==> config.mk <==
export PLATFORM = sky130hd
export DESIGN_NAME = hack_pc_fetch_flat
export DESIGN_NICKNAME = d
export VERILOG_FILES = /design/src/rtl/hack_pc_fetch_if.sv /design/src/rtl/hack_pc_fetch.sv /design/src/flat_wrapper.sv
export SDC_FILE = /design/constraint.sdc
export NUM_CORES = 1
export LEC_CHECK = 0
export CAP_MARGIN = 20
export CORE_ASPECT_RATIO = 0.6
export CORE_MARGIN = 2
export CORE_UTILIZATION = 48
export DETAILED_ROUTE_END_ITERATION = 10
export PLACE_DENSITY_LB_ADDON = 0.25
export SYNTH_ARGS = -nofsm -noshare
export SYNTH_HDL_FRONTEND = slang
export SYNTH_SLANG_ARGS = --single-unit
==> constraint.sdc <==
create_clock -name clk -period 3.3 [get_ports clk]
set_clock_uncertainty 0.1 [all_clocks]
set_input_delay 0.66 -clock clk [delete_from_list [all_inputs] [get_ports clk]]
set_output_delay 0.66 -clock clk [all_outputs]
set_load 0.01 [all_outputs]
==> src/rtl/hack_pc_fetch_if.sv <==
// Fetch-side bundle between the Hack PC and the instruction ROM read stage.
// Handshake: the PC (master) drives addr/addr_valid and the ROM stage (slave)
// drives addr_ready. addr is transferred on a rising edge where addr_valid &&
// addr_ready. While addr_valid is high, addr is held until a transfer, a load
// or a Hack reset. addr_valid never depends on addr_ready.
interface hack_pc_fetch_if #(
  parameter int WIDTH = 16
);
  logic [WIDTH-1:0] in;
  logic             load;
  logic             inc;
  logic             reset;
  logic [WIDTH-1:0] addr;
  logic             addr_valid;
  logic             addr_ready;
  logic             halted;

  modport master (
    input  in, load, inc, reset, addr_ready,
    output addr, addr_valid, halted
  );

  modport slave (
    output in, load, inc, reset, addr_ready,
    input  addr, addr_valid, halted
  );
endinterface

==> src/rtl/hack_pc_fetch.sv <==
// Hack program counter with a ready/valid fetch port (reset > load > inc > hold).
// Optional ROM bound check with a latched HALT state: define HACK_PC_BOUND_CHECK_EN.
module hack_pc_fetch #(
  parameter int WIDTH     = 16,
  parameter int ROM_DEPTH = 32768
) (
  input  logic              clk,
  input  logic              rst_n,
  hack_pc_fetch_if.master   fetch,
  output logic [1:0]        state_dbg
);

  typedef enum logic [1:0] {
    ST_BOOT = 2'd0,
    ST_RUN  = 2'd1
`ifdef HACK_PC_BOUND_CHECK_EN
    , ST_HALT = 2'd2
`endif
  } state_e;

  if (ROM_DEPTH < 1 || ROM_DEPTH > (2 ** WIDTH)) begin : g_bad_rom_depth
    $error("hack_pc_fetch: ROM_DEPTH must lie in 1 .. 2**WIDTH");
  end

`ifdef HACK_PC_BOUND_CHECK_EN
  localparam logic [WIDTH:0] DEPTH_W = (WIDTH + 1)'(ROM_DEPTH);
`endif

  state_e           state_q, state_d;
  logic [WIDTH-1:0] addr_q, addr_d;
  logic             boot_arm_q, boot_arm_d;

  // boot_arm_q marks that one edge has passed since reset release, so BOOT
  // spans one full cycle and the first fetch appears two edges after release.
  always_ff @(posedge clk or negedge rst_n) begin
    if (!rst_n) begin
      state_q    <= ST_BOOT;
      addr_q     <= '0;
      boot_arm_q <= 1'b0;
    end else begin
      state_q    <= state_d;
      addr_q     <= addr_d;
      boot_arm_q <= boot_arm_d;
    end
  end

  always_comb begin
    state_d    = state_q;
    addr_d     = addr_q;
    boot_arm_d = 1'b1;
    case (state_q)
      ST_BOOT: begin
        if (boot_arm_q) state_d = ST_RUN;
      end
      ST_RUN: begin
        if (fetch.reset)                          addr_d = '0;
        else if (fetch.load)                      addr_d = fetch.in;
        else if (fetch.inc && fetch.addr_ready)   addr_d = addr_q + WIDTH'(1);
`ifdef HACK_PC_BOUND_CHECK_EN
        if (!fetch.reset && (fetch.load || (fetch.inc && fetch.addr_ready)) &&
            ({1'b0, addr_d} >= DEPTH_W))
          state_d = ST_HALT;
`endif
      end
`ifdef HACK_PC_BOUND_CHECK_EN
      ST_HALT: begin
        if (fetch.reset) begin
          addr_d  = '0;
          state_d = ST_RUN;
        end
      end
`endif
      default: state_d = ST_BOOT;
    endcase
  end

  // Outputs decode registered state only: no input-to-output path.
  always_comb begin
    fetch.addr_valid = (state_q == ST_RUN);
    fetch.halted     = 1'b0;
`ifdef HACK_PC_BOUND_CHECK_EN
    fetch.halted     = (state_q == ST_HALT);
`endif
  end

  assign fetch.addr = addr_q;
  assign state_dbg  = state_q;

endmodule

==> src/flat_wrapper.sv <==
// flat-port wrapper written by rule: the top's interface ports become plain ports
module hack_pc_fetch_flat 
#(
  parameter int WIDTH     = 16,
  parameter int ROM_DEPTH = 32768
)
  (clk, rst_n, state_dbg, fetch_in, fetch_load, fetch_inc, fetch_reset, fetch_addr_ready, fetch_addr, fetch_addr_valid, fetch_halted);
  hack_pc_fetch_if #(.WIDTH(WIDTH)) fetch_i ();
  input  logic clk;
  input  logic rst_n;
  output logic [1:0] state_dbg;
  input wire logic [$bits(fetch_i.in)-1:0] fetch_in;
  input wire logic [$bits(fetch_i.load)-1:0] fetch_load;
  input wire logic [$bits(fetch_i.inc)-1:0] fetch_inc;
  input wire logic [$bits(fetch_i.reset)-1:0] fetch_reset;
  input wire logic [$bits(fetch_i.addr_ready)-1:0] fetch_addr_ready;
  output wire logic [$bits(fetch_i.addr)-1:0] fetch_addr;
  output wire logic [$bits(fetch_i.addr_valid)-1:0] fetch_addr_valid;
  output wire logic [$bits(fetch_i.halted)-1:0] fetch_halted;
  assign fetch_i.in = fetch_in;
  assign fetch_i.load = fetch_load;
  assign fetch_i.inc = fetch_inc;
  assign fetch_i.reset = fetch_reset;
  assign fetch_i.addr_ready = fetch_addr_ready;
  assign fetch_addr = fetch_i.addr;
  assign fetch_addr_valid = fetch_i.addr_valid;
  assign fetch_halted = fetch_i.halted;
  hack_pc_fetch #(.WIDTH(WIDTH), .ROM_DEPTH(ROM_DEPTH)) u_core (.clk(clk), .rst_n(rst_n), .fetch(fetch_i), .state_dbg(state_dbg));
endmodule
### After elaboration in Yosys (flattened, before gate mapping)

Cells that the tools add are included.

* reductions and logical operators: 5
* equal/unequal tests: 2
* $add $sub $neg: 1
* bitwise operators: 1
* mux-type cells: 5

Operators by type and width (count)
* $mux 16: 3
* $add 16x1->16 const B: 1
* $pmux 2 s2: 1
* $reduce_and 2->1: 2
* $reduce_bool 3->1: 1
* $eq 2x1->1 const B: 1
* $logic_not 2->1: 1
* $mux 2: 1
* $ne 2x1->1 const B: 1
* $logic_and 1x1->1: 1
* $not 1->1: 1

* logic and storage cells: 17
* bits in registers: 19
* input port bits: 22

### Logic depth before layout (Yosys ltp)

* word-level depth: 4
* depth in mapped cells: 6
* gate-level depth less buffers: 5

### Least setup slack after synthesis

OpenSTA, ideal clock, no wires.

* kind: input to register
* from: input port fetch_inc
* to: register u_core.addr_q[10] (netlist: u_core.fetch.addr[10])
* setup time: 0.138 ns
* path slack: 1.510 ns
* required time: 3.062 ns
* cell stages on the path: 5
* path buffers: 2
* arrival time: 1.552 ns
* cell sequence: a211oi_2 > nand2b_1 > buf_2 > buf_2 > o221ai_1

* longest elaborated chain between the ends: 3

RTL lines
* from (decl): RTL line flat_wrapper.sv:14 `input wire logic [$bits(fetch_i.inc)-1:0] fetch_inc;`
* $logic_and 1x1->1: RTL line hack_pc_fetch.sv:58 `else if (fetch.inc && fetch.addr_ready) addr_d = addr_q + WIDTH'(1);`
* $reduce_bool 3->1 (no source line)
* $reduce_and 2->1 (no source line)
* to (signal assigned): RTL line hack_pc_fetch.sv:42 `addr_q <= addr_d;`
* to (decl): RTL line hack_pc_fetch.sv:30 `logic [WIDTH-1:0] addr_q, addr_d;`

No other way between the ends.
A chain may end at the register's enable or synchronous reset.

### Final worst setup path

* from: input port fetch_reset
* to: register u_core.addr_q[14] (netlist: u_core.fetch.addr[14])

* longest elaborated chain between the ends: 2

RTL lines
* from (decl): RTL line flat_wrapper.sv:15 `input wire logic [$bits(fetch_i.reset)-1:0] fetch_reset;`
* $reduce_bool 3->1 (no source line)
* $reduce_and 2->1 (no source line)

Several ways; a longest one is shown, not always the timed one.

==> run metrics <==
CTS tree=done; Max H-tree Level=1; number of synthesized flops with an enable pin=0; largest family of logic cells by synthesized area=simple AND/OR/NAND/NOR gates; Crit Path Max Fanout=12; Final Slew Violations=0; GRT Util Overall=around a quarter; fraction of layout cells with a size suffix above 1=under 10%; vias in the first global route=1154; sequential share of the synthesized area=approximately 38%; Crit Path Class=in2reg; Tmin final=around 2.3 ns; multiplexer share of the synthesized area=~1.7%; post-route setup TNS=0 ns; most common cell after layout, fill and taps aside=clkdlybuf4s50_1; worst slew pin tran=about 0.84 ns; HP Start=u_core.boot_arm_q; Buf+Inv Stages, Crit Path=1; post-CTS setup buffers=0; hold buffers post-CTS=0; start of the worst register-to-register path=u_core.fetch.addr[0]; post-cts gate resize count=0; Leak=about 0.64 nW; hold endpoint=u_core.state_dbg[0]; Post-Synth XOR/XNOR Area=0%; largest net degree at the start of global routing=23; Worst Hold Class=reg2reg; R2R depth=5; Core ar.=2230 sq um; GPL Wtd Cong=between 0.8 and 0.9; clk sinks=18; CP peak stage delay=a little over 0.6 ns; die area=~2900 sq um; Avg Cell Area, Syn=roughly 8.4 sq um; crit start category=input port; final WL=between 3 and 4 mm; Routed Antenna Nets=0; DRC viols=0; area fraction in compound gates after synthesis=a little under a quarter; DRT Pass-1 Iters=4; Final Cycle Share=between 70 and 80%; initial antenna violation count=0; initial core utilization=between 50% and 60%; Max IR drop VDD=around 0.26 mV; max_slew headroom=between 40 and 50%; Fillers=between 150 and 200; cells after synthesis=140; Worst Path Required=between 3 and 4 ns; Hold Path Stages=1; initial DRC count=around 220; Post-layout nets=about 200; Synth Area in Adders=around 1.1%; Layout area overhead=36.6%; cts bufs inserted=3; Root Buffer=clkbuf_8; WP data arrival=2.37 ns; FP Rows=13; Power Dens Cells=about 350 nW/um^2; # setup viols final=0; CP endpoint kind=flop; commonest non-fill, non-tap cells in the layout=clkdlybuf4s50_1, dfrtp_1, o21ai_0; crit-path leading delay family=simple AND/OR/NAND/NOR gates; Port-buffer cells=39; post-DP HPWL=~2.4 mm; fmax=431 MHz; Clock Latency Late Sink=approximately 0.25 ns; predominant post-synthesis flop cell=dfrtp_1; r2r setup slk=1.39 ns; mapped cell area=~1200 sq um; count of cell types in the netlist=42; die extent in x=around 68 microns; Worst path slowest cell=clkdlybuf4s50_1; die height=~42 microns; Seq cells post-synth=18; GRT overflow=0; status=completed; WL per Instance=15.6 microns; post-layout util=71.8%; simple-gate share of the synthesized area=between 20% and 30%; via/cell ratio=6.07; Ys Warns=0; Max clock buf depth=2; clock transition at the registers of the reported paths=~0.070 ns; vias after detailed routing=about 1200; Top-Level Pins=between 40 and 50; ordered list of cells on the worst path=clkdlybuf4s50_1 > a211oi_2 > nand2b_1 > or3_1 > o311ai_1; Hold Fails Final Rpt=0; Async SR Flop Fraction=100%; R2R Path End=u_core.fetch.addr[12]; global-route wire length before repair=around 5.4 mm; antenna cell count=0; unrepaired setup endpoints after global routing=false; Max Cap Violations=0
## Yosys cell counts, drive strengths merged (2+ instances only)
library cell	number	area, sq um
conb	2	7.51
o311ai	3	26.3
a31oi	2	12.5
buf	9	65.1
nand2	15	56.3
nor4	3	18.8
a21oi	8	40.0
clkbuf	2	7.51
inv	2	7.51
mux2i	2	20.0
or2	2	12.5
o21ai	17	85.1
a32oi	3	26.3
nor3	3	15.0
dfrtp	18	450
nand3	10	62.6
nand4	3	18.8
and3	5	33.8
nor2	12	45.0
or3	2	12.5
## power breakdown
part           switching, mW  total (mW)  internal, mW
clock network         0.0762       0.182         0.106
registers             0.0232       0.260         0.237
logic                 0.0548       0.123        0.0682
## area by class of cell
type | count | area (sq um) | share of cell area (%)
multi-input combinational | 110 | 644 | 40.3
inverter | 2 | 7.51 | 0.469
timing repair buffer | 41 | 405 | 25.3
clock buffer | 4 | 55.1 | 3.44
tap | 30 | 37.5 | 2.35
sequential | 18 | 450 | 28.1
## how the worst max path moves through the flow
stage	to	cells past startpoint	slack, ns	startpoint
floorplan	u_core.fetch.addr[10]	5	1.51	fetch_inc
global placement	u_core.fetch.addr[15]	6	0.77	fetch_load
detailed placement	u_core.fetch.addr[14]	5	0.73	fetch_reset
CTS	u_core.fetch.addr[14]	5	0.99	fetch_reset
global route	u_core.fetch.addr[15]	6	0.90	fetch_load
finish	u_core.fetch.addr[14]	5	0.98	fetch_reset
## cells by family after synthesis
group,Yosys count
DFF,18
and+or+nand+nor,61
other,2
AOI/OAI and AO/OA,43
adders and majority gates,1
muxes,2
buffers and inverters,13
## per-layer routing
layer	track usage (%)	share of wire (%)
met1	35.8	44
met2	37.5	44
met3	6.18	11
met4	5.60	0.72
met5	0	0
## state kept, by name (all words and copies together), names as in the netlist
register,count
u_core.fetch.addr,16
u_core.boot_arm_q,1
u_core.state_dbg,1
## through the flow
stage / instance area (sq um) / power, mW / setup slack (ns) / std cells / hold WS [ns]
6_report: 1600 / 0.565 / 0.982 / 205 / 0.338
5_1_grt: 1600 / 0.593 / 0.903 / 205 / 0.369
4_1_cts: 1600 / 0.568 / 0.990 / 205 / 0.343
3_5_place_dp: 1550 / 0.386 / 0.732 / 201 / 0.326
3_3_place_gp: 1550 / 0.382 / 0.772 / 201 / 0.321
2_1_floorplan: 1170 / 0.312 / 1.51 / 141 / 0.264
No activity file was read; power rests on OpenSTA's default activity.
